==> src/rtl/uart_receiver.sv <==
// uart_receiver: 8N1/8P1-style UART receive path driven by a x16 oversampling enable.
// rxd is brought into the sysclk domain through a two-flop synchronizer. A one-hot
// FSM then confirms the start bit at mid-bit, samples each data, parity and stop bit
// at mid-bit, and presents the word with a single-cycle rx_valid strobe and error flags.
module uart_receiver #(
    parameter int DBITS      = 8,
    parameter int OVERSAMPLE = 16
) (
    input  logic             sysclk,
    input  logic             rst,
    input  logic             baudx16_en,
    input  logic             odd_even,
    input  logic             parity_en,
    input  logic             rxd,
    output logic [DBITS-1:0] rx_data,
    output logic             rx_valid,
    output logic             parity_err,
    output logic             frame_err,
    output logic             rx_busy
);

    localparam int TICK_W = $clog2(OVERSAMPLE);
    localparam int BIT_W  = 3;

    // Start-bit confirmation point and the last tick of a bit period.
    localparam logic [TICK_W-1:0] TICK_MID  = TICK_W'(OVERSAMPLE / 2 - 1);
    localparam logic [TICK_W-1:0] TICK_LAST = TICK_W'(OVERSAMPLE - 1);
    localparam logic [BIT_W-1:0]  BIT_LAST  = BIT_W'(DBITS - 1);

    typedef enum logic [5:0] {
        S_IDLE   = 6'b000001,
        S_START  = 6'b000010,
        S_DATA   = 6'b000100,
        S_PARITY = 6'b001000,
        S_STOP   = 6'b010000,
        S_BREAK  = 6'b100000
    } state_t;

    // Synchronizer
    logic sync1_q;
    logic sync2_q;
    logic rxd_s;

    // FSM state and datapath
    state_t             state_q,      state_d;
    logic [TICK_W-1:0]  tick_cnt_q,   tick_cnt_d;
    logic [BIT_W-1:0]   bit_cnt_q,    bit_cnt_d;
    logic [DBITS-1:0]   shift_q,      shift_d;
    logic               odd_even_q,   odd_even_d;
    logic               par_en_q,     par_en_d;
    logic               perr_pend_q,  perr_pend_d;

    // Registered outputs
    logic [DBITS-1:0]   rx_data_q,    rx_data_d;
    logic               rx_valid_q,   rx_valid_d;
    logic               parity_err_q, parity_err_d;
    logic               frame_err_q,  frame_err_d;
    logic               rx_busy_q,    rx_busy_d;

    // Two-flop synchronizer, reset to the idle-high line level.
    always_ff @(posedge sysclk or negedge rst) begin
        if (!rst) begin
            sync1_q <= 1'b1;
            sync2_q <= 1'b1;
        end else begin
            sync1_q <= rxd;
            sync2_q <= sync1_q;
        end
    end

    assign rxd_s = sync2_q;

    // Next-state and output computation for the receive FSM.
    always_comb begin
        state_d      = state_q;
        tick_cnt_d   = tick_cnt_q;
        bit_cnt_d    = bit_cnt_q;
        shift_d      = shift_q;
        odd_even_d   = odd_even_q;
        par_en_d     = par_en_q;
        perr_pend_d  = perr_pend_q;
        rx_data_d    = rx_data_q;
        rx_valid_d   = 1'b0;
        parity_err_d = parity_err_q;
        frame_err_d  = frame_err_q;
        rx_busy_d    = rx_busy_q;

        case (state_q)
            S_IDLE: begin
                if (baudx16_en && !rxd_s) begin
                    state_d    = S_START;
                    tick_cnt_d = '0;
                end
            end

            S_START: begin
                if (baudx16_en) begin
                    if (tick_cnt_q == TICK_MID) begin
                        if (!rxd_s) begin
                            // Genuine start bit: freeze the frame format for this frame.
                            odd_even_d  = odd_even;
                            par_en_d    = parity_en;
                            perr_pend_d = 1'b0;
                            rx_busy_d   = 1'b1;
                            tick_cnt_d  = '0;
                            bit_cnt_d   = '0;
                            state_d     = S_DATA;
                        end else begin
                            // Line went back high before mid-bit: treat as a glitch.
                            state_d = S_IDLE;
                        end
                    end else begin
                        tick_cnt_d = tick_cnt_q + TICK_W'(1);
                    end
                end
            end

            S_DATA: begin
                if (baudx16_en) begin
                    tick_cnt_d = tick_cnt_q + TICK_W'(1);
                    if (tick_cnt_q == TICK_LAST) begin
                        // LSB arrives first, so shifting in at the MSB leaves it at bit 0.
                        shift_d   = {rxd_s, shift_q[DBITS-1:1]};
                        bit_cnt_d = bit_cnt_q + BIT_W'(1);
                        if (bit_cnt_q == BIT_LAST) begin
                            state_d = par_en_q ? S_PARITY : S_STOP;
                        end
                    end
                end
            end

            S_PARITY: begin
                if (baudx16_en) begin
                    tick_cnt_d = tick_cnt_q + TICK_W'(1);
                    if (tick_cnt_q == TICK_LAST) begin
                        // Data plus parity bit XOR to 0 for even, 1 for odd.
                        perr_pend_d = ((^shift_q) ^ rxd_s) != odd_even_q;
                        state_d     = S_STOP;
                    end
                end
            end

            S_STOP: begin
                if (baudx16_en) begin
                    tick_cnt_d = tick_cnt_q + TICK_W'(1);
                    if (tick_cnt_q == TICK_LAST) begin
                        rx_data_d    = shift_q;
                        rx_valid_d   = 1'b1;
                        parity_err_d = perr_pend_q & par_en_q;
                        frame_err_d  = ~rxd_s;
                        if (rxd_s) begin
                            state_d   = S_IDLE;
                            rx_busy_d = 1'b0;
                        end else begin
                            state_d = S_BREAK;
                        end
                    end
                end
            end

            S_BREAK: begin
                // Hold off until the line is released so a break is not seen as a new start.
                if (rxd_s) begin
                    state_d   = S_IDLE;
                    rx_busy_d = 1'b0;
                end
            end

            default: begin
                state_d   = S_IDLE;
                rx_busy_d = 1'b0;
            end
        endcase
    end

    // FSM, counters, shift register and registered outputs.
    always_ff @(posedge sysclk or negedge rst) begin
        if (!rst) begin
            state_q      <= S_IDLE;
            tick_cnt_q   <= '0;
            bit_cnt_q    <= '0;
            shift_q      <= '0;
            odd_even_q   <= 1'b0;
            par_en_q     <= 1'b0;
            perr_pend_q  <= 1'b0;
            rx_data_q    <= '0;
            rx_valid_q   <= 1'b0;
            parity_err_q <= 1'b0;
            frame_err_q  <= 1'b0;
            rx_busy_q    <= 1'b0;
        end else begin
            state_q      <= state_d;
            tick_cnt_q   <= tick_cnt_d;
            bit_cnt_q    <= bit_cnt_d;
            shift_q      <= shift_d;
            odd_even_q   <= odd_even_d;
            par_en_q     <= par_en_d;
            perr_pend_q  <= perr_pend_d;
            rx_data_q    <= rx_data_d;
            rx_valid_q   <= rx_valid_d;
            parity_err_q <= parity_err_d;
            frame_err_q  <= frame_err_d;
            rx_busy_q    <= rx_busy_d;
        end
    end

    assign rx_data    = rx_data_q;
    assign rx_valid   = rx_valid_q;
    assign parity_err = parity_err_q;
    assign frame_err  = frame_err_q;
    assign rx_busy    = rx_busy_q;

endmodule

==> config.mk <==
export PLATFORM = sky130hd
export DESIGN_NAME = uart_receiver
export DESIGN_NICKNAME = d
export VERILOG_FILES = /design/src/rtl/uart_receiver.sv
export SDC_FILE = /design/constraint.sdc
export NUM_CORES = 1
export LEC_CHECK = 0
export CORE_MARGIN = 2
export CORE_UTILIZATION = 25
export DETAILED_ROUTE_END_ITERATION = 8
export PLACE_DENSITY_LB_ADDON = 0.05
export SETUP_SLACK_MARGIN = 0.1
export SYNTH_ARGS = -nofsm -noshare
export SYNTH_HDL_FRONTEND = slang
export SYNTH_SLANG_ARGS = --single-unit
==> constraint.sdc <==
create_clock -name sysclk -period 2.97 [get_ports sysclk]
set_clock_uncertainty 0.15 [all_clocks]
set_input_delay 0.594 -clock sysclk [delete_from_list [all_inputs] [get_ports sysclk]]
set_output_delay 0.594 -clock sysclk [all_outputs]
set_load 0.01 [all_outputs]
* After elaboration in Yosys (flattened, before gate mapping) *
Cells that the tools add are included.

cells by class
  $add $sub $neg = 2
  equality and inequality tests = 24
  mux-type cells = 43
  bitwise gates (word level) = 4
  reductions and logical operators = 16

operators by type and width
  operator             count
  $mux 6               12
  $pmux 6 s6           1
  $ne 2x2->1 const B   12
  $mux 4               5
  $mux 3               6
  $reduce_and 6->1     3
  $mux 1               14
  $pmux 4 s3           1
  $reduce_and 11->1    1
  $reduce_xor 8->1     1
  $eq 6x1->1 const B   1
  $eq 6x2->1 const B   1
  $eq 6x3->1 const B   1
  $eq 6x4->1 const B   1
  $eq 6x5->1 const B   1
  $eq 6x6->1 const B   1
  $pmux 3 s2           1
  $reduce_and 3->1     2
  $reduce_or 3->1      2
  $mux 5               1
  $reduce_and 5->1     1
  $add 4x1->4 const B  1
  $eq 4x3->1 const B   1
  $eq 4x4->1 const B   1
  other kinds (15)     17

storage, ports and cells
  register bits after elaboration = 38
  input bits = 6
  output and inout port bits = 12

* Logic depth before layout (Yosys ltp) *
  depth after elaboration = 6
  depth in mapped cells = 7
  depth with buffers taken out = 6

* Worst setup path before layout *
No wires, ideal clock.

  path kind = register to register
  start = register state_q[0]
  end = register tick_cnt_q[3]
  library setup time = 0.069 ns
  arrival = 1.991 ns
  data required time = 2.751 ns
  slack = 0.760 ns
  stages on the path, launching flop included = 7
  path buffers = 1
  cell sequence = dfstp_2 > buf_2 > nor2b_1 > o21ai_2 > a221o_1 > or4b_1 > nand3_1

between the ends
  cells in the longest elaborated chain, start to end = 4
  elaborated cells between the ends (all ways) = 13
  classes of those cells = eq/ne (9); mux (1); reduce/logical (3)

RTL lines
  element                                                           RTL line  text
  start: declaration                                                45        state_t state_q, state_d;
  start signal: assignment                                          192       state_q <= state_d;
  $eq 6x5->1, or another cell as far along                          88        case (state_q)
  $reduce_or 3->1 (no line)                                         -
  $ne 2x1->1 (no line) / $reduce_bool 3->1 (equally long branches)  -
  $reduce_and 5->1 (no line)                                        -
  end signal: assignment                                            193       tick_cnt_q <= tick_cnt_d;
  end: declaration                                                  46        logic [TICK_W-1:0] tick_cnt_q, tick_cnt_d;

Parallel ways exist; a longest one is shown, timed or not.
A chain may end at the register's enable or synchronous reset.

* Worst setup path in the final report *
  start = register state_q[4]
  end = register tick_cnt_q[3]

The elaborated chain is that of the path after synthesis.

==> flow_metrics.py <==
metrics = {
    "outcome": {
        "status": "completed",
    },
    "final_layout": {
        "nFillCells": 787,
        "fin_area_um2": 2320,
        "fin_util": 0.303,
        "area_growth_pct": 18.2,
        "antenna_cells": 0,
        "nets": 203,
        "multi_input_area_um2": 926,
        "drive_gt1_frac": 0.174,
        "regArea_um2": 955,
    },
    "pwr": {
        "p_seq_frac": 0.465,
        "swShare": 0.290,
        "power_density_nw_per_um2": 540,
        "pwr-share-clk": 0.358,
        "switchingPower_mw": 0.363,
        "p_comb_frac": 0.177,
        "ir_drop_v": 0.000213,
        "p_int_mw": 0.890,
        "p_leak_nw": 0.996,
    },
    "setup_path": {
        "critical_path.startpoint": "state_q[4]",
        "r2r_slack_ps": 480,
        "crit_slowest_cell": "nor4_4",
        "cpPeakStageDelay_ps": 530,
        "path_class": "register to register",
        "end_kind": "register",
        "cp_cell_sequence": "nor4_4 -> o21ai_2 -> a221o_1 -> or4b_1 -> nand3_1",
        "endpoint": "tick_cnt_q[3]",
        "worstPathArrival_ps": 2580,
        "crit_family": "simple AND/OR/NAND/NOR gates",
        "cp_num_buf_inv": 0,
        "cp.required_ps": 3060,
        "cp-start-kind": "register",
        "regToRegEndpoint": "tick_cnt_q[3]",
        "cp.depth": 5,
        "crit_fanout": 10,
        "reg2regPathDepth": 5,
        "r2r_start": "state_q[4]",
    },
    "die": {
        "start_util": 0.257,
        "die_y_um": 92.6,
        "fp.dieArea_um2": 8570,
        "core_area_um2": 7650,
        "ioPinCount": 18,
        "rows": 32,
        "die_w_um": 92.6,
    },
    "global_routing": {
        "grt_pass1_wl_um": 7810,
        "grt_max_degree": 39,
        "grt_pass1_vias": 1559,
        "track_usage": 0.117,
        "overflow": 0,
        "antenna_found_initial": 0,
    },
    "timing": {
        "timing.final.ws_setup_ps": 483,
        "relSlewSlack": 0.403,
        "rsz0062_at_grt": "false",
        "whs_ps": 206,
        "setup_tns_ps": 0,
        "drv_slew": 0,
        "setup-violations-final": 0,
        "finalHoldViolations": 0,
        "finalCritPeriodShare": 0.837,
        "fmax_mhz": 402,
        "worstMarginPinSlew_ps": 895,
        "fin_crit_ps": 2490,
    },
    "cts": {
        "path_clk_slew_ps": 90,
        "cts-buffers-inserted": 5,
        "ctsLongestPathBuffers": 2,
        "post_cts_resized": 0,
        "cts_setup_buffers": 0,
        "ctsRootBufferMaster": "clkbuf_8",
        "cts_tree": "done",
        "clkLatencyLatePin_ps": 300,
        "cts_sinks": 38,
        "cts_hold_buf": 0,
        "cts_max_level": 2,
    },
    "yosys": {
        "ys_ff_latch": 38,
        "syn_avg_cell_area_um2": 11.0,
        "synth-edff-count": 0,
        "ys_warn_count": 0,
        "synth_cell_types": 45,
        "syn-num-nets": 188,
        "synth_area_um2": 1960,
        "yosys_most_used_dff": "dfrtp_1",
        "synthCells": 179,
        "ys_seq_area_frac": 0.487,
        "async_flop_share": 1.00,
    },
    "detailed_routing": {
        "vias_per_cell": 4.74,
        "drt-total-wl_um": 4490,
        "drt_pre_antenna_iters": 4,
        "wire_per_inst_um": 15.1,
        "ant_nets": 0,
        "drcViolationCount": 0,
        "drt_iter0_markers": 39,
        "vias": 1408,
    },
    "run": {
        "max-cap-violations": 0,
    },
    "place": {
        "placed_area_um2": 2210,
        "place.gp.congestion": 0.758,
        "io_buffers": 17,
        "dp_hpwl_um": 3170,
        "dp_slack_ps": 195,
    },
    "worst_hold_path": {
        "min_path_type": "register to register",
    },
}
## worst reg2reg max path, stage by stage (launching register included)
cell	delay (ps)
dfrtp_1	510
nor4_4	530
o21ai_2	160
a221o_1	470
or4b_1	520
nand3_1	90
## cells by family after synthesis
| kind of cell | synth area share |
|---|---|
| xor+xnor | 0.0536 |
| simple gates | 0.164 |
| flops | 0.487 |
| fa+ha+maj | 0.0191 |
| mux | 0.114 |
| compound gates | 0.122 |
| buf+inv | 0.0415 |
## routing by layer
layer	vias to the layer above	routed length (µm)	GRT usage
met1	701	1970	0.146
met4	0	95	0.0448
li1	680	-	-
met2	19	2310	0.198
met5	-	0	0
met3	8	120	0.0252
## flip-flops by register name, summed over array words and instances, names as in the netlist, 3 cells and up
register / count
shift_q: 8
state_q: 6
tick_cnt_q: 4
bit_cnt_q: 3
rx_data: 8
## placed cells by master (no fill, tap or decap), types with 4 or more instances in the layout
cell type        netlist  final
a32o_1                 5      5
and2_1                 4      4
clkbuf_8               0      5
clkdlybuf4s50_1        0     16
dfrtp_1               35     35
inv_1                  6      6
mux2_2                18     18
nand2_1               14     14
nand3_1                7      7
nor2_1                 5      5
nor4_1                 4      4
o21ai_0               11     11
xnor2_1                9      9
## power by group through the flow
stage	Combinational (mW)	Clock (mW)	Sequential, mW
after floorplan	0.196	0	0.560
after global placement	0.225	0	0.592
after detailed placement	0.224	0	0.593
after CTS	0.226	0.468	0.583
after global routing	0.256	0.482	0.589
final	0.222	0.449	0.582
## worst min path at each step
stage | start | endpoint | cells past startpoint
floorplan | rst | bit_cnt_q[0] | 0
global placement | sync1_q | rxd_s | 0
detailed placement | sync1_q | rxd_s | 0
CTS | sync1_q | rxd_s | 0
global route | sync1_q | rxd_s | 0
finish | sync1_q | rxd_s | 0
## Yosys cell counts, drive strengths merged (4+ instances only)
cell,instances,area [µm²]
mux2,18,203
nand3,7,35.0
nand2,14,52.6
o21ai,15,78.8
dfrtp,35,876
and2,4,25.0
a32o,5,50.1
nor2,5,18.8
xnor2,9,78.8
clkbuf,4,15.0
nor4,5,46.3
inv,6,22.5
buf,7,43.8
## metrics by stage
step | std cells | total power, mW
2_1_floorplan | 179 | 0.756
4_1_cts | 297 | 1.28
3_5_place_dp | 289 | 0.818
6_report | 297 | 1.25
3_3_place_gp | 289 | 0.817
5_1_grt | 297 | 1.33
## cell type report
cell class / count / area share
Sequential cell: 38 / 0.412
Multi-Input combinational cell: 124 / 0.399
Timing Repair Buffer: 19 / 0.0777
Tap cell: 102 / 0.0550
Clock buffer: 5 / 0.0297
Clock inverter: 3 / 0.0173
Inverter: 6 / 0.00971
Note: power is estimated with default switching activity, not from simulation.
